$ cat config.mk
export PLATFORM = sky130hd
export DESIGN_NAME = bram_rr_arbiter
export DESIGN_NICKNAME = d
export VERILOG_FILES = /design/src/rtl/bram_rr_arbiter_pkg.sv /design/src/rtl/bram_rr_arbiter_rr_arb2.sv /design/src/rtl/bram_rr_arbiter.sv
export SDC_FILE = /design/constraint.sdc
export NUM_CORES = 1
export LEC_CHECK = 0
export BUFFER_PORTS_ARGS = -buffer_cell sky130_fd_sc_hd__buf_4
export CAP_MARGIN = 25
export CORE_ASPECT_RATIO = 0.9
export CORE_MARGIN = 10
export CORE_UTILIZATION = 42
export CTS_CLUSTER_DIAMETER = 120
export DETAILED_ROUTE_END_ITERATION = 6
export GPL_TIMING_DRIVEN = 0
export PLACE_DENSITY = 0.81
export SLEW_MARGIN = 5
export SYNTH_ARGS = -nofsm -noshare
export SYNTH_HDL_FRONTEND = slang
export SYNTH_SLANG_ARGS = --single-unit
export TNS_END_PERCENT = 1
$ cat constraint.sdc
create_clock -name clk_i -period 2.25 [get_ports clk_i]
set_clock_uncertainty 0.15 [all_clocks]
set_input_delay 0.1125 -clock clk_i [delete_from_list [all_inputs] [get_ports clk_i]]
set_output_delay 0.1125 -clock clk_i [all_outputs]
set_load 0.005 [all_outputs]
$ cat src/rtl/bram_rr_arbiter_pkg.sv
// Shared definitions for the two-port round-robin BRAM arbiter.
//   - port_idx_t : index of a requester port (also used as the priority value)
//   - field_lsb  : LSB offset of a port's field inside a packed per-port bus
//   - sat_inc    : increment that sticks at all-ones for a given counter width
package bram_rr_arbiter_pkg;

  localparam int unsigned NUM_PORTS = 2;

  typedef enum logic {
    PORT0 = 1'b0,
    PORT1 = 1'b1
  } port_idx_t;

  // Packed per-port buses carry port 0 in the LSBs.
  function automatic int unsigned field_lsb(input port_idx_t port, input int unsigned field_w);
    if (port == PORT1) begin
      return field_w;
    end else begin
      return 32'd0;
    end
  endfunction

  // Increment val, saturating at the all-ones value of a width-bit counter (width <= 32).
  function automatic logic [31:0] sat_inc(input logic [31:0] val, input int unsigned width);
    logic [31:0] max_v;
    max_v = 32'hFFFF_FFFF >> (32'd32 - width);
    if (val >= max_v) begin
      return max_v;
    end else begin
      return val + 32'd1;
    end
  endfunction

endpackage

$ cat src/rtl/bram_rr_arbiter_rr_arb2.sv
// Two-requester round-robin arbiter core.
//   clk_i, rst_i : clock, asynchronous active-high reset
//   req_i[1:0]   : per-port request (valid)
//   gnt_o[1:0]   : one-hot (or zero) grant, combinational
// The priority flop names the port favoured when both request; after a grant
// it points at the other port, so continuous dual requests alternate.
module bram_rr_arbiter_rr_arb2
  import bram_rr_arbiter_pkg::*;
(
  input  logic       clk_i,
  input  logic       rst_i,
  input  logic [1:0] req_i,
  output logic [1:0] gnt_o
);

  port_idx_t prio_q;
  port_idx_t prio_d;
  logic [1:0] gnt_s;

  // Grant selection; nothing is granted while reset is asserted.
  always_comb begin
    gnt_s = 2'b00;
    if (rst_i) begin
      gnt_s = 2'b00;
    end else begin
      case (req_i)
        2'b01:   gnt_s = 2'b01;
        2'b10:   gnt_s = 2'b10;
        2'b11:   gnt_s = (prio_q == PORT1) ? 2'b10 : 2'b01;
        default: gnt_s = 2'b00;
      endcase
    end
  end

  // Next priority: favour the port that was not just served.
  always_comb begin
    prio_d = prio_q;
    if (gnt_s[0]) begin
      prio_d = PORT1;
    end else if (gnt_s[1]) begin
      prio_d = PORT0;
    end else begin
      prio_d = prio_q;
    end
  end

  // Priority register.
  always_ff @(posedge clk_i or posedge rst_i) begin
    if (rst_i) begin
      prio_q <= PORT0;
    end else begin
      prio_q <= prio_d;
    end
  end

  assign gnt_o = gnt_s;

endmodule

$ cat src/rtl/bram_rr_arbiter.sv
// Round-robin arbiter sharing one single-port BRAM between two requesters.
//   clk_i, rst_i      : clock, asynchronous active-high reset
//   req_valid_i/_we_i : per-port request valid / write enable
//   req_addr_i        : packed per-port addresses (port 0 in LSBs)
//   req_wdata_i       : packed per-port write data (port 0 in LSBs)
//   req_ready_o       : per-port grant (combinational, at most one bit set)
//   rsp_valid_o       : one-cycle response pulse, cycle after acceptance
//   rsp_err_o         : response qualifier, address was out of range
//   rsp_rdata_o       : response data (word read in the accept cycle, 0 on error)
//   mem_we_o/_addr_o/_din_o, mem_dout_i : memory port (combinational read)
//   acc_cnt_o         : packed per-port saturating accept counters
module bram_rr_arbiter
  import bram_rr_arbiter_pkg::*;
#(
  parameter int unsigned WIDTH      = 32,
  parameter int unsigned DEPTH      = 1600,
  parameter int unsigned ADDR_WIDTH = 11,
  parameter int unsigned CNT_WIDTH  = 16
) (
  input  logic                            clk_i,
  input  logic                            rst_i,
  input  logic [NUM_PORTS-1:0]            req_valid_i,
  output logic [NUM_PORTS-1:0]            req_ready_o,
  input  logic [NUM_PORTS-1:0]            req_we_i,
  input  logic [NUM_PORTS*ADDR_WIDTH-1:0] req_addr_i,
  input  logic [NUM_PORTS*WIDTH-1:0]      req_wdata_i,
  output logic [NUM_PORTS-1:0]            rsp_valid_o,
  output logic [NUM_PORTS-1:0]            rsp_err_o,
  output logic [WIDTH-1:0]                rsp_rdata_o,
  output logic                            mem_we_o,
  output logic [ADDR_WIDTH-1:0]           mem_addr_o,
  output logic [WIDTH-1:0]                mem_din_o,
  input  logic [WIDTH-1:0]                mem_dout_i,
  output logic [NUM_PORTS*CNT_WIDTH-1:0]  acc_cnt_o
);

  localparam int unsigned ADDR_LSB0 = field_lsb(PORT0, ADDR_WIDTH);
  localparam int unsigned ADDR_LSB1 = field_lsb(PORT1, ADDR_WIDTH);
  localparam int unsigned DATA_LSB0 = field_lsb(PORT0, WIDTH);
  localparam int unsigned DATA_LSB1 = field_lsb(PORT1, WIDTH);

  logic [1:0]            gnt_s;
  logic                  grant_any_s;
  logic [ADDR_WIDTH-1:0] sel_addr_s;
  logic [WIDTH-1:0]      sel_wdata_s;
  logic                  sel_we_s;
  logic                  in_range_s;

  logic [1:0]            rsp_valid_q, rsp_valid_d;
  logic [1:0]            rsp_err_q, rsp_err_d;
  logic [WIDTH-1:0]      rsp_rdata_q, rsp_rdata_d;
  logic [CNT_WIDTH-1:0]  acc_cnt0_q, acc_cnt0_d;
  logic [CNT_WIDTH-1:0]  acc_cnt1_q, acc_cnt1_d;

  bram_rr_arbiter_rr_arb2 u_rr_arb2 (
    .clk_i (clk_i),
    .rst_i (rst_i),
    .req_i (req_valid_i),
    .gnt_o (gnt_s)
  );

  // Steer the granted port onto the memory bus; port 0 drives it when idle.
  always_comb begin
    grant_any_s = |gnt_s;
    sel_addr_s  = req_addr_i[ADDR_LSB0 +: ADDR_WIDTH];
    sel_wdata_s = req_wdata_i[DATA_LSB0 +: WIDTH];
    sel_we_s    = req_we_i[0];
    if (gnt_s[1]) begin
      sel_addr_s  = req_addr_i[ADDR_LSB1 +: ADDR_WIDTH];
      sel_wdata_s = req_wdata_i[DATA_LSB1 +: WIDTH];
      sel_we_s    = req_we_i[1];
    end else begin
      sel_addr_s  = req_addr_i[ADDR_LSB0 +: ADDR_WIDTH];
      sel_wdata_s = req_wdata_i[DATA_LSB0 +: WIDTH];
      sel_we_s    = req_we_i[0];
    end
    in_range_s = (sel_addr_s < ADDR_WIDTH'(DEPTH));
    // gnt_s is already zero during reset, so no write can slip through.
    mem_we_o   = grant_any_s & sel_we_s & in_range_s;
    mem_addr_o = sel_addr_s;
    mem_din_o  = sel_wdata_s;
  end

  // Response and counter next-state; read data is captured before any write lands.
  always_comb begin
    rsp_valid_d = gnt_s;
    rsp_err_d   = in_range_s ? 2'b00 : gnt_s;
    rsp_rdata_d = {WIDTH{1'b0}};
    if (grant_any_s & in_range_s) begin
      rsp_rdata_d = mem_dout_i;
    end else begin
      rsp_rdata_d = {WIDTH{1'b0}};
    end
    if (gnt_s[0]) begin
      acc_cnt0_d = CNT_WIDTH'(sat_inc(32'(acc_cnt0_q), CNT_WIDTH));
    end else begin
      acc_cnt0_d = acc_cnt0_q;
    end
    if (gnt_s[1]) begin
      acc_cnt1_d = CNT_WIDTH'(sat_inc(32'(acc_cnt1_q), CNT_WIDTH));
    end else begin
      acc_cnt1_d = acc_cnt1_q;
    end
  end

  // Response and counter registers; reset drops any pending response at once.
  always_ff @(posedge clk_i or posedge rst_i) begin
    if (rst_i) begin
      rsp_valid_q <= 2'b00;
      rsp_err_q   <= 2'b00;
      rsp_rdata_q <= {WIDTH{1'b0}};
      acc_cnt0_q  <= {CNT_WIDTH{1'b0}};
      acc_cnt1_q  <= {CNT_WIDTH{1'b0}};
    end else begin
      rsp_valid_q <= rsp_valid_d;
      rsp_err_q   <= rsp_err_d;
      rsp_rdata_q <= rsp_rdata_d;
      acc_cnt0_q  <= acc_cnt0_d;
      acc_cnt1_q  <= acc_cnt1_d;
    end
  end

  assign req_ready_o = gnt_s;
  assign rsp_valid_o = rsp_valid_q;
  assign rsp_err_o   = rsp_err_q;
  assign rsp_rdata_o = rsp_rdata_q;
  assign acc_cnt_o   = {acc_cnt1_q, acc_cnt0_q};

endmodule
Word level (Yosys, flattened, before mapping)
Cells that the tools add are included.

storage, ports and cells
  bits in registers = 69
  input port bits = 124
  output and inout bits = 114
  word-level logic and storage cells = 31

cells by class
  $add $sub $neg = 2
  order comparisons = 3
  equality and inequality tests = 3
  mux-type cells = 12
  bitwise gates (word level) = 3
  reductions and logical operators = 2

operator list
  operator                                                          number
  32-bit two-way mux                                                2
  16-bit by 1-bit adder with 16-bit output (second input constant)  2
  16-bit greater-or-equal comparator (second input constant)        2
  16-bit two-way mux                                                2
  11-bit less-than comparator (second input constant)               1
  11-bit two-way mux                                                1
  2-bit two-way mux                                                 3
  2-bit case mux with 3 select lines                                1
  2-bit == test (second input constant)                             2
  1-bit bitwise AND                                                 3
  1-bit two-way mux                                                 3
  2-bit by 1-bit == test with 1-bit output (second input constant)  1
  2-bit nonzero test                                                1
  2-bit OR reduction                                                1

Longest topological paths before layout
Gate-level depths: netlist of the first run.

  word-level depth = 7
  mapped depth = 7
  depth with buffers taken out = 5

Modules after synthesis
From an unflattened synthesis of the first run, not the netlist that was laid out.

unflattened totals
  cells, all modules = 301
  area total of the unflattened synthesis = 3437.0 µm²

modules (own cells, without submodules)
  module                   instances  cells each  area each (µm²)  sequential area each (µm²)
  bram_rr_arbiter          1          292         3358.2           1701.6
  bram_rr_arbiter_rr_arb2  1          9           78.8             25.0

Worst setup path before layout of the first run
OpenSTA, ideal clock, no wires.

  path type = flip-flop to flip-flop
  start point = register u_rr_arb2.prio_q
  end point = register rsp_rdata_q[22] (netlist: rsp_rdata_o[22])
  setup time = 139 ps
  data arrival time = 1664 ps
  data required time = 1961 ps
  setup slack = 297 ps
  stages on the path, launching flop included = 8
  buffers on the path = 2
  clock period less this slack = 1953 ps
  path through = dfrtp_1 -> nand2b_1 -> nand2_1 -> inv_2 -> buf_2 -> a221oi_2 -> buf_2 -> a21oi_1

on the way
  word-level cells in the longest chain between the ends = 7
  elaborated cells between the ends (all ways) = 8
  classes of those cells = order compare: 1; mux: 5; bitwise: 1; reduce/logical: 1

RTL lines
  element                               line                           RTL
  from (decl)                           bram_rr_arbiter_rr_arb2.sv:16  port_idx_t prio_q;
  from (signal assigned)                bram_rr_arbiter_rr_arb2.sv:52  prio_q <= prio_d;
  2-bit two-way mux *                   bram_rr_arbiter_rr_arb2.sv:29  2'b11: gnt_s = (prio_q == PORT1) ? 2'b10 : 2'b01;
  2-bit case mux with 3 select lines *  bram_rr_arbiter_rr_arb2.sv:26  case (req_i)
  2-bit two-way mux *                   bram_rr_arbiter_rr_arb2.sv:23  if (rst_i) begin
  11-bit two-way mux                    bram_rr_arbiter.sv:68          if (gnt_s[1]) begin
  11-bit less-than comparator           bram_rr_arbiter.sv:77          in_range_s = (sel_addr_s < ADDR_WIDTH'(DEPTH));
  1-bit bitwise AND *                   bram_rr_arbiter.sv:89          if (grant_any_s & in_range_s) begin
  32-bit two-way mux *                  bram_rr_arbiter.sv:89
  via rsp_rdata_d[22]                   bram_rr_arbiter.sv:51          logic [WIDTH-1:0] rsp_rdata_q, rsp_rdata_d;
  to (signal assigned)                  bram_rr_arbiter.sv:111         rsp_rdata_q <= {WIDTH{1'b0}};
  to (signal assigned)                  bram_rr_arbiter.sv:117         rsp_rdata_q <= rsp_rdata_d;
  to (decl)                             bram_rr_arbiter.sv:51

Mark *: on every way through the listed nets, which the timed path passes. The rest lies on a longest branch.
A chain may end at the register's enable or synchronous reset.

Worst setup path in the final report of the first run
  start point = register u_rr_arb2.prio_q
  end point = output port mem_we_o

on the way
  word-level cells in the longest chain between the ends = 6
  elaborated cells between the ends (all ways) = 9
  classes of those cells = order compare: 1; mux: 5; bitwise: 2; reduce/logical: 1

RTL lines
  element                                                                  line                                          RTL
  2-bit two-way mux *                                                      bram_rr_arbiter_rr_arb2.sv:29
  2-bit case mux with 3 select lines *                                     bram_rr_arbiter_rr_arb2.sv:26
  2-bit two-way mux *                                                      bram_rr_arbiter_rr_arb2.sv:23
  11-bit two-way mux, or another cell as far along                         bram_rr_arbiter.sv:68
  11-bit less-than comparator / 1-bit bitwise AND (equally long branches)  bram_rr_arbiter.sv:77, bram_rr_arbiter.sv:79
  1-bit bitwise AND *                                                      bram_rr_arbiter.sv:79                         mem_we_o = grant_any_s & sel_we_s & in_range_s;
  to (decl)                                                                bram_rr_arbiter.sv:30                         output logic mem_we_o,

Mark *: on every way between the ends. The rest lies on a longest branch, timed or not.

==> results.md, run 1 <==
- Status: complete, no violations
- Post-DP HPWL: 11760 µm
- Synth top area share: 48.76%
- Final Max Slew Viols: 0
- Core Footprint: 8145 µm²
- Most frequent cells in the layout: buf_4, nand2_1, dfrtp_1
- Layout area overhead: 71.63%
- Worst Hold Class: input port to flop
- Critical path fanouts, max: 8
- Register Area: 1727 µm²
- Crit share post-route: 96.73%
- Clock power frac: 24.2%
- Most common cell after layout, fill and taps aside: buf_4
- H-Tree Depth: 3
- Worst EP arrival: 1.91 ns
- Period minus WS final: 2.176 ns
- Clk sink count: 69
- Sequential area share after synthesis: 48.76%
- Syn Inst Count: 446
- Maximum VDD drop: 0.0005916 V
- WS Path Type: flop to output pin
- Setup violations, final: 0
- Initial Utilization: 43.47%
- Vias in the first global route: 4334
- Synth unique cells: 33
- CP startpoint kind: flop
- Final core utilization: 74.61%
- Antenna cells: 0
- Worst-path clk slew: 0.08 ns
- First-pass GRT wire length: 23420 µm
- Design Area, Final: 6077 µm²
- Unrepaired setup endpoints after global routing: yes
- Initial antenna violation count: 0
- Row count: 31
- Mean Syn Cell Area: 7.939 µm²
- TritonRoute pass-1 iters: 4
- Hold WS: 0.006409 ns
- Die Y: 107.1 µm
- Layout cells sized above 1: 38.64%
- CTS buffer count: 9
- Final-layout fill cell count: 564
- Flops & latches, synth: 69
- Final WL: 15620 µm
- I/O pin total: 238
- Clk Latency, worst-skew pair: 0.33 ns
- Grt total ovfl: 0
- Initial drt markers: 230
- Syn_nets: 572
- CP Capture Type: output pin
- Fin Setup TNS: 0 ns
- Hold Fails Final Rpt: 0
- Post-route DRC: 0
- Die width: 116.8 µm
- Multi-input gate area: 1760 µm²
- Switching Share: 31.98%
- Via count: 4287
- Die footprint: 12510 µm²
- Leakage power: 3.265 nW
- IO buf count: 237
- Clk root buf: clkbuf_8
- Cell count after placement: 782
- Post-Place Cell Area: 5446 µm²
- RePlAce Congestion: 0.8577
- Max-slew headroom: 43.36%
- Wire length per cell: 18.73 µm
- Largest net degree at the start of global routing: 70
- Logic pwr share: 32.7%
- Synth area leader: dfrtp_1
- Bufs on Longest Clock Path: 2
- Least-Margin Pin Slew: 0.8496 ns
- Pint: 2.490 mW
- Total of max-cap violations: 0
- Fmax achieved: 459.5 MHz
- PwrDens: 602.3 nW/µm²
- Antenna viol nets, final: 0
- Top cells by area, synth: dfrtp_1, nand2_1, a21oi_1
- Synthesized area: 3541 µm²
- Switching pwr: 1.171 mW
- Seq pwr share: 43.1%
- CTS tree: yes
- Yosys warning count: 0
- GRT Util Overall: 24.04%
- Req. time, crit path: 1.99 ns
- Post-route insts no fill: 834
- Final #Nets: 858
- Vias per cell: 5.140
what timing repair did:
item | 4_1_cts | 5_1_grt
gates resized for setup | 18 | 8
buffers inserted | 2 | 1
hold buffers | 35 | 0
endpoints found under the setup margin | 78 | 55
hold endpoints to repair | 102 | 0
pin swaps | 1 | 1
final cells by class:
| type | count | share of cell area, % |
|---|---|---|
| buffer | 27 | 2.038 |
| sequential | 69 | 28.41 |
| clock buffer | 12 | 2.553 |
| tap | 99 | 2.038 |
| timing repair buffer | 275 | 35.41 |
| inverter | 6 | 0.4118 |
| clock inverter | 2 | 0.1647 |
| multi-input combinational | 344 | 28.97 |
power by group through the flow:
| stage | Sequential (mW) | Combinational [mW] | Clock [mW] |
|---|---|---|---|
| 3_3_place_gp | 1.58 | 1.07 | 0 |
| 4_1_cts | 1.57 | 1.19 | 0.897 |
| 2_1_floorplan | 1.56 | 0.441 | 0 |
| 6_report | 1.58 | 1.20 | 0.886 |
| 3_5_place_dp | 1.60 | 1.11 | 0 |
| 5_1_grt | 1.61 | 1.32 | 0.951 |
metrics by stage:
step,power (mW),worst slack [ns]
6_report,3.661,0.07366
3_5_place_dp,2.701,-0.1736
5_1_grt,3.876,-0.04035
4_1_cts,3.653,-0.08180
3_3_place_gp,2.652,-0.6088
2_1_floorplan,2.004,0.2476
cell usage after synthesis:
| master | instances |
|---|---|
| and3_1 | 4 |
| dfrtp_1 | 69 |
| inv_2 | 1 |
| buf_2 | 5 |
| a2111oi_0 | 2 |
| ha_1 | 2 |
| inv_1 | 5 |
| nor4_1 | 8 |
| and2b_1 | 1 |
| o31ai_1 | 4 |
| xor2_1 | 3 |
| nor2_1 | 5 |
| xnor2_1 | 7 |
| and4_1 | 2 |
| mux2_2 | 6 |
| nand2_1 | 188 |
| a31o_2 | 1 |
| mux2i_1 | 2 |
| or3_1 | 11 |
| or4_1 | 5 |
| nand3_1 | 25 |
| buf_1 | 5 |
| nor3_1 | 7 |
| clkbuf_1 | 16 |
| nand2b_1 | 5 |
| a221oi_2 | 1 |
| nor2b_1 | 2 |
| nand4_1 | 4 |
| a21oi_1 | 34 |
| and2_1 | 2 |
| buf_4 | 1 |
| a31oi_1 | 1 |
| o21ai_0 | 12 |
sequential cells by signal (all words and copies together), names as in the netlist:
signal,flops
u_rr_arb2.prio_q,1
acc_cnt0_q,16
rsp_valid_o,2
rsp_err_o,2
rsp_rdata_o,32
acc_cnt1_q,16
critical path, cell delays in order (launching register included):
cell,delay (ns)
dfrtp_1,0.40
nand2b_4,0.19
nand2_4,0.08
inv_2,0.09
mux2_4,0.36
a2111oi_4,0.29
buf_4,0.18
kinds of logic after synthesis:
group | share of synthesized area [%]
AND/OR/NAND/NOR | 33.11
flip-flops | 48.76
AO/OA/AOI/OAI | 8.693
buffers and inverters | 3.781
XOR/XNOR | 2.474
multiplexers | 2.473
adder cells (fa/ha/maj) | 0.7066
path summary, 6_finish.rpt:
kind	from	to	slack, ns	cells past startpoint
hold reg to reg	acc_cnt1_q[12]$_DFFE_PP0N_	acc_cnt1_q[12]$_DFFE_PP0N_	0.36	1
min in group asynchronous	rst_i	acc_cnt1_q[2]$_DFFE_PP0N_	0.45	3
setup reg to reg	acc_cnt0_q[0]$_DFFE_PP0P_	acc_cnt0_q[0]$_DFFE_PP0P_	0.16	6
hold / removal	rst_i	rsp_rdata_o[0]$_DFF_PP0_	0.006	4
setup / recovery	u_rr_arb2.prio_q$_DFFE_PP0N_	mem_we_o	0.07	6
max in group asynchronous	rst_i	rsp_rdata_o[7]$_DFF_PP0_	0.95	3
routing by layer:
metal  wire (µm)  GRT usage (%)  up-vias
met4         325          5.996        0
li1            -              -     2059
met3        1789          11.93       27
met5           0              0        -
met2        7867          39.50      184
met1        5642          27.25     2017
Power figures use the tool's default switching activity.
==> inputs of run 2 (changes only) <==
--- a/config.mk
+++ b/config.mk
@@ -7,13 +7,15 @@
 export LEC_CHECK = 0
 export BUFFER_PORTS_ARGS = -buffer_cell sky130_fd_sc_hd__buf_4
 export CAP_MARGIN = 25
+export CELL_PAD_IN_SITES_DETAIL_PLACEMENT = 0
+export CELL_PAD_IN_SITES_GLOBAL_PLACEMENT = 2
 export CORE_ASPECT_RATIO = 0.9
 export CORE_MARGIN = 10
-export CORE_UTILIZATION = 42
+export CORE_UTILIZATION = 21
 export CTS_CLUSTER_DIAMETER = 120
 export DETAILED_ROUTE_END_ITERATION = 6
 export GPL_TIMING_DRIVEN = 0
-export PLACE_DENSITY = 0.81
+export PLACE_DENSITY_LB_ADDON = 0.1
 export SLEW_MARGIN = 5
 export SYNTH_ARGS = -nofsm -noshare
 export SYNTH_HDL_FRONTEND = slang
==> run 2 against run 1 <==
Against the previous run: wire length up 4.6%; sequential cell count unchanged; critical path type unchanged; critical endpoint unchanged; global-route usage shrank 10 points; non-clock buffer count up 8; register-to-register slack got worse by 0.04 ns; sequential power about the same; clock power rose by 51%; cell area up 5.8%; power rose by 13%; fmax fell by 2.0%.
==> results.md, run 2 (synthesis gave the netlist of run 1 again) <==
- Via count: 4117 (-4.0%)
- Clock power frac: 32.6% (+8.4 points)
- Period minus WS final: 2.222 ns (+0.04543 ns)
- Row count: 44 (+42%)
- Final WL: 16350 µm (+4.6%)
- Switching Share: 31.14% (-0.85 points)
- Reg2Reg Setup Slack: 0.12 ns (-0.04 ns)
- Critical path fanouts, max: 6 (-2)
- Vias in the first global route: 4299 (-0.81%)
- Least-Margin Pin Slew: 0.5849 ns (-0.2647 ns)
- Initial drt markers: 148 (-36%)
- Switching pwr: 1.284 mW (+9.6%)
- Unrepaired setup endpoints after global routing: yes
- GRT Util Overall: 13.93% (-10 points)
- Min-delay src: req_addr_i[17]
- Initial antenna violation count: 0 (unchanged)
- FF-to-FF Start: u_rr_arb2.prio_q$_DFFE_PP0N_
- Pint: 2.839 mW (+14%)
- Post-route DRC: 0 (unchanged)
- Post-DP HPWL: 12890 µm (+9.6%)
- Max reg flops: 32 (unchanged)
- H-Tree Depth: 3 (unchanged)
- TritonRoute pass-1 iters: 5 (+1)
- Die footprint: 22460 µm² (+80%)
- Crit share post-route: 98.75% (+2.0 points)
- Status: complete, no violations
- Die Y: 143.2 µm (+34%)
- Most frequent cells in the layout: buf_4, nand2_1, dfrtp_1
- Worst EP arrival: 1.96 ns (+0.05 ns)
- Layout area overhead: 81.63%
- Maximum VDD drop: 0.0003919 V (-34%)
- Req. time, crit path: 1.99 ns (about the same)
- Worst Hold Class: input port to flop
- Grt total ovfl: 0 (unchanged)
- Antenna cells: 0 (unchanged)
- CTS tree: yes
- Wire length per cell: 17.17 µm (-8.3%)
- Setup violations, final: 0 (unchanged)
- Hold WS: 0.04451 ns (+0.03811 ns)
- IO buf count: 237 (unchanged)
- Hold EP: rsp_err_o[1]$_DFF_PP0_
- CP Capture Type: output pin
- Worst-path clk slew: 0.06 ns (-0.02 ns)
- Clk root buf: clkbuf_16
- RePlAce Congestion: 0.7504 (-13%)
- Clk sink count: 69 (unchanged)
- First-pass GRT wire length: 24520 µm (+4.7%)
- Final Max Slew Viols: 0 (unchanged)
- Reg-to-reg endpoint: acc_cnt0_q[15]$_DFFE_PP0P_
- Largest net degree at the start of global routing: 44 (-37%)
- Design Area, Final: 6431 µm² (+5.8%)
- Leakage power: 3.349 nW (+2.6%)
- Fmax achieved: 450.1 MHz (-2.0%)
- Vias per cell: 4.325 (-16%)
- WS Path Type: flop to output pin
- CTS buffer count: 9 (unchanged)
- Total of max-cap violations: 0 (unchanged)
- Clk Latency, worst-skew pair: 0.33 ns (about the same)
- Final-layout fill cell count: 1716 (+200%)
- Seq pwr share: 38.1% (-5.0 points)
- Most common cell after layout, fill and taps aside: buf_4
- Logic pwr share: 29.4% (-3.3 points)
- I/O pin total: 238 (unchanged)
- Antenna viol nets, final: 0 (unchanged)
- Bufs on Longest Clock Path: 2 (unchanged)
- Layout cells sized above 1: 39.19% (+0.56 points)
- Fin Setup TNS: 0 ns (unchanged)
- Final #Nets: 866 (+0.93%)
- Setup slack at placement: -0.2748 ns (-0.1012 ns)
- CP startpoint kind: flop
- R2R depth: 6 (unchanged)
- Hold Fails Final Rpt: 0 (unchanged)
- Core Footprint: 16350 µm² (+100%)
- Post-Place Cell Area: 5609 µm² (+3.0%)
- Max-slew headroom: 60.93% (+18 points)
- Initial Utilization: 21.66% (-22 points)
- PwrDens: 641.0 nW/µm² (+6.4%)
- Die width: 156.9 µm (+34%)
- Final Worst Setup Slack: 0.02823 ns (-0.04543 ns)
- Hold path cells: 3 (-1)
run 2: critical path: stages, from the launching register on:
cell and delay [ns]:
dfrtp_1 0.37, nand2b_4 0.19, nand2_8 0.08, inv_4 0.09, mux2_4 0.33, a2111oi_4 0.38, buf_4 0.18
run 2: cell type report:
| cell class | count | area, µm² | area share (%) |
|---|---|---|---|
| Inverter | 6 | 27.53 | 0.4280 |
| Timing Repair Buffer | 284 | 2245 | 34.90 |
| Sequential cell | 69 | 1727 | 26.85 |
| Tap cell | 207 | 259.0 | 4.027 |
| Multi-Input combinational cell | 344 | 1770 | 27.53 |
| Clock buffer | 11 | 242.7 | 3.774 |
| Buffer | 26 | 123.9 | 1.926 |
| Clock inverter | 5 | 36.28 | 0.5642 |
run 2: what timing repair did:
| item | CTS | global route |
|---|---|---|
| endpoints found under the setup margin | 86 | 11 |
| hold buffers | 36 | 2 |
| pin swaps | 1 | 1 |
| buffers inserted | 2 | 6 |
| endpoints found under the hold margin | 59 | 1 |
| resized for setup | 22 | 8 |
run 2: power groups by stage:
| stage | clock network (mW) | registers (mW) | logic (mW) |
|---|---|---|---|
| after CTS | 1.39 | 1.57 | 1.22 |
| final | 1.34 | 1.57 | 1.21 |
| after global placement | 0 | 1.59 | 1.12 |
| after floorplan | 0 | 1.56 | 0.441 |
| after detailed placement | 0 | 1.59 | 1.13 |
| after global routing | 1.45 | 1.60 | 1.35 |
run 2: worst max path at each step:
| stage | startpoint | end | slack, ns | depth (start not counted) |
|---|---|---|---|---|
| after global placement | rst_i | acc_cnt1_q[14]$_DFFE_PP0N_ | -0.89 | 2 |
| after floorplan | rst_i | acc_cnt0_q[0]$_DFFE_PP0P_ | 0.25 | 1 |
| final | u_rr_arb2.prio_q$_DFFE_PP0N_ | mem_we_o | 0.03 | 6 |
| after detailed placement | u_rr_arb2.prio_q$_DFFE_PP0N_ | rsp_rdata_o[11]$_DFF_PP0_ | -0.27 | 7 |
| after CTS | u_rr_arb2.prio_q$_DFFE_PP0N_ | mem_we_o | -0.01 | 7 |
| after global routing | u_rr_arb2.prio_q$_DFFE_PP0N_ | mem_we_o | -0.07 | 6 |
run 2: through the flow:
| step | total power, mW | util (%) | cells |
|---|---|---|---|
| 2_1_floorplan | 2.004 | - | 446 |
| 3_3_place_gp | 2.711 | 34.12 | 890 |
| 3_5_place_dp | 2.721 | 34.31 | 891 |
| 4_1_cts | 4.184 | 38.79 | 945 |
| 5_1_grt | 4.405 | 39.33 | 952 |
| 6_report | 4.122 | 39.33 | 952 |
run 2: layer usage:
metal | track usage (%) | share of wire, % | vias to the layer above
met5 | 0 | 0 | -
met4 | 2.084 | 0.49 | 0
met3 | 6.847 | 8.9 | 10
met2 | 24.21 | 53 | 104
met1 | 15.32 | 37 | 1925
li1 | - | - | 2078
==> inputs of run 3 (changes only) <==
--- a/config.mk
+++ b/config.mk
@@ -11,13 +11,15 @@
 export CELL_PAD_IN_SITES_GLOBAL_PLACEMENT = 2
 export CORE_ASPECT_RATIO = 0.9
 export CORE_MARGIN = 10
-export CORE_UTILIZATION = 21
+export CORE_UTILIZATION = 25
 export CTS_CLUSTER_DIAMETER = 120
 export DETAILED_ROUTE_END_ITERATION = 6
 export GPL_TIMING_DRIVEN = 0
 export PLACE_DENSITY_LB_ADDON = 0.1
+export SETUP_SLACK_MARGIN = 0.2
 export SLEW_MARGIN = 5
 export SYNTH_ARGS = -nofsm -noshare
 export SYNTH_HDL_FRONTEND = slang
+export SYNTH_HIERARCHICAL = 1
 export SYNTH_SLANG_ARGS = --single-unit
 export TNS_END_PERCENT = 1
==> constraint.sdc (replaced) <==
create_clock -name clk_i -period 2.7 [get_ports clk_i]
set_clock_uncertainty 0.15 [all_clocks]
set_input_delay 0.135 -clock clk_i [delete_from_list [all_inputs] [get_ports clk_i]]
set_output_delay 0.135 -clock clk_i [all_outputs]
set_load 0.005 [all_outputs]
==> run 3 against run 2 <==
Against the previous run: via count is 20% lower; combinational power down 28%; setup slack better by 0.30 ns; critical path depth increased by 1; largest cell class unchanged; wire length down 19%; highest routed layer unchanged.
==> results.md, run 3 <==
- Synth top area share: 50.24% (+1.5 points)
- Clk root buf: clkbuf_16
- Total of max-cap violations: 0 (unchanged)
- Core Footprint: 13410 µm² (-18%)
- Die width: 143.6 µm (-8.5%)
- Initial Utilization: 25.62% (+4.0 points)
- Layout cells sized above 1: 55.31% (+16 points)
- Overall power: 3.282 mW (-20%)
- Max-slew headroom: 61.63% (+0.71 points)
- Worst EP arrival: 2.08 ns (+0.12 ns)
- Setup slack at placement: 0.08309 ns (+0.3578 ns)
- Initial drt markers: 136 (-8.1%)
- WS Path Type: flop to output pin
- Bufs on Longest Clock Path: 2 (unchanged)
- Final-layout fill cell count: 1303 (-24%)
- I/O pin total: 238 (unchanged)
- Synth area leader: dfrtp_1
- Switching Share: 29.24% (-1.9 points)
- Multi-input gate area: 1615 µm² (-8.8%)
- Antenna viol nets, final: 0 (unchanged)
- Setup violations, final: 0 (unchanged)
- Fin Setup TNS: 0 ns (unchanged)
- Final Max Slew Viols: 0 (unchanged)
- Most frequent cells in the layout: buf_4, dfrtp_1, mux2_2
- H-Tree Depth: 3 (unchanged)
- Grt total ovfl: 0 (unchanged)
- Post-synthesis simple-gate area fraction: 20.71% (-12 points)
- CP startpoint kind: flop
- Worst Hold Class: input port to async pin
- Post-synth EDFFs: 0 (unchanged)
- Largest net degree at the start of global routing: 60 (+36%)
- Vias in the first global route: 3484 (-19%)
- Row count: 40 (-9.1%)
- Fmax achieved: 422.3 MHz
- Layout area overhead: 78.67%
- FFs w/ async S/R, synth: 100.0% (unchanged)
- Synth unique cells: 38 (+15%)
- Final WL: 13240 µm (-19%)
- Multiplexer area fraction after synthesis: 16.27% (+14 points)
- Via count: 3314 (-20%)
- Vias per cell: 4.355 (+0.70%)
- Antenna cells: 0 (unchanged)
- Commonest cells in the netlist: dfrtp_1, mux2_2, nand2_1, and2_1, xnor2_1
- Req. time, crit path: 2.41 ns (+0.42 ns)
- Cell count after placement: 707 (-21%)
- GRT Util Overall: 13.93% (about the same)
- Final Worst Setup Slack: 0.3318 ns (+0.3036 ns)
- Die Y: 131.2 µm (-8.3%)
- First-pass GRT wire length: 20460 µm (-17%)
- CP Capture Type: output pin
- RePlAce Congestion: 0.7265 (-3.2%)
- Post-route insts no fill: 761 (-20%)
- Synth Area in Adders: 0.7281% (+0.021 points)
- Most common cell after layout, fill and taps aside: buf_4
- Final core utilization: 45.78% (+6.5 points)
- Largest family of logic cells by synthesized area: simple AND/OR/NAND/NOR gates
- XOR/XNOR share of the synthesized area: 4.332% (+1.9 points)
- Status: complete, no violations
- Post-DP HPWL: 10610 µm (-18%)
- Worst-path clk slew: 0.05 ns (about the same)
- Setup Fix Bufs, Post-CTS: 0 (-2)
- Maximum VDD drop: 0.0003420 V (-13%)
- Wire length per cell: 17.40 µm (+1.3%)
- Mean Syn Cell Area: 11.42 µm² (+44%)
- CTS tree: yes
- Unrepaired setup endpoints after global routing: no
- Final #Nets: 714 (-18%)
- Switching pwr: 959.7 µW (-25%)
- Flops & latches, synth: 69 (unchanged)
- Period minus WS final: 2.368 ns
- Critical path fanouts, max: 10 (+4)
- Sequential area share after synthesis: 50.24% (+1.5 points)
- Compound-Gate Fraction of Synth Area: 4.623% (-4.1 points)
- IO buf count: 237 (unchanged)
- Synthesized area: 3437 µm² (-2.9%)
- Initial antenna violation count: 0 (unchanged)
- Crit share post-route: 87.71%
- Leakage power: 3.171 nW (-5.3%)
- Register Area: 1727 µm² (unchanged)
- Logic pwr share: 26.6% (-2.8 points)
- Cell with the most instances after synthesis: dfrtp_1
- Seq pwr share: 39.8% (+1.7 points)
- Yosys warning count: 6 (+6)
- Syn_nets: 427 (-25%)
- Clock power frac: 33.7% (+1.1 points)
- Die footprint: 18840 µm² (-16%)
- CTS buffer count: 9 (unchanged)
- Top cells by area, synth: dfrtp_1, mux2_2, and2_1
- Syn Inst Count: 301 (-33%)
- Clk Latency, worst-skew pair: 0.34 ns (about the same)
- Pint: 2.322 mW (-18%)
- TritonRoute pass-1 iters: 4 (-1)
- Hold Fails Final Rpt: 0 (unchanged)
- PwrDens: 534.4 nW/µm² (-17%)
- Post-synth top flop: dfrtp_1
- Least-Margin Pin Slew: 0.5736 ns (-0.01127 ns)
- Max reg flops: 32 (unchanged)
- Post-route DRC: 0 (unchanged)
- Clk sink count: 69 (unchanged)
[run 3: cell types whose count changed after synthesis, sizes merged, moves of 16 or more]
cell | previous run | this run
and2 | 2 | 33
a21oi | 34 | 6
mux2 | 6 | 46
clkbuf | 16 | 0
nand3 | 25 | 8
nand2 | 188 | 35
[run 3: final cells by class]
| type | count | share of cell area, % |
|---|---|---|
| Clock inverter | 7 | 0.8965 |
| Tap cell | 168 | 3.423 |
| Sequential cell | 69 | 28.12 |
| Timing Repair Buffer | 276 | 35.62 |
| Clock buffer | 9 | 3.667 |
| Inverter | 7 | 0.4686 |
| Multi-Input combinational cell | 211 | 26.30 |
| Buffer | 14 | 1.508 |
[run 3: through the flow]
step	instance area (µm²)	hold WS [ns]
global placement	5426	-0.1460
CTS	6130	0.03582
global route	6141	0.05421
detailed placement	5456	-0.1272
finish	6141	0.06107
floorplan	3437	-0.2863
[run 3: critical path, stage by stage (launching register included)]
cell,delay [ns]
dfrtp_1,0.40
inv_1,0.09
a21boi_4,0.21
buf_6,0.19
buf_4,0.21
buf_6,0.17
mux2_2,0.34
buf_4,0.14
[run 3: path summary, 6_finish.rpt]
check | from | end | slack [ns] | cells past startpoint
hold reg to reg | acc_cnt0_q[9]$_DFFE_PP0P_ | acc_cnt0_q[9]$_DFFE_PP0P_ | 0.40 | 1
min in group clk_i | req_addr_i[9] | rsp_err_o[1]$_DFF_PP0_ | 0.16 | 4
hold / removal | rst_i | u_rr_arb2/prio_q$_DFFE_PP0P_ | 0.06 | 3
setup reg to reg | u_rr_arb2/prio_q$_DFFE_PP0P_ | rsp_rdata_o[6]$_DFF_PP0_ | 0.58 | 7
max in group asynchronous | rst_i | acc_cnt1_q[3]$_DFFE_PP0P_ | 1.43 | 4
setup / recovery | u_rr_arb2/prio_q$_DFFE_PP0P_ | mem_addr_o[8] | 0.33 | 7
[run 3: cell families (layout without fill, tap and decap cells)]
logic type,Yosys count,after routing
AO/OA/AOI/OAI,24,24
adder cells (fa/ha/maj),2,2
multiplexers,49,49
flip-flops,69,69
AND/OR/NAND/NOR,119,119
buffers and inverters,21,313
XOR/XNOR,17,17
[run 3: power groups by stage]
stage | logic (mW) | clock network, mW | registers, mW
after floorplan | 0.323 | 0 | 1.31
after global placement | 0.828 | 0 | 1.32
after detailed placement | 0.844 | 0 | 1.32
after CTS | 0.895 | 1.15 | 1.31
after global routing | 0.969 | 1.20 | 1.33
final | 0.872 | 1.10 | 1.31
[run 3: timing repair]
| action | CTS | global route |
|---|---|---|
| gates resized for setup | 5 | 2 |
| endpoints found under the setup margin | 43 | 5 |
| endpoints found under the hold margin | 104 | 0 |
| hold buffers | 38 | 0 |
[run 3: metal layers]
layer	vias up	global-route usage (%)	part of all wire (%)
met5	-	0	0
met4	0	3.401	0.98
met3	10	5.476	8.4
met2	115	24.80	53
met1	1577	14.94	37
li1	1612	-	-
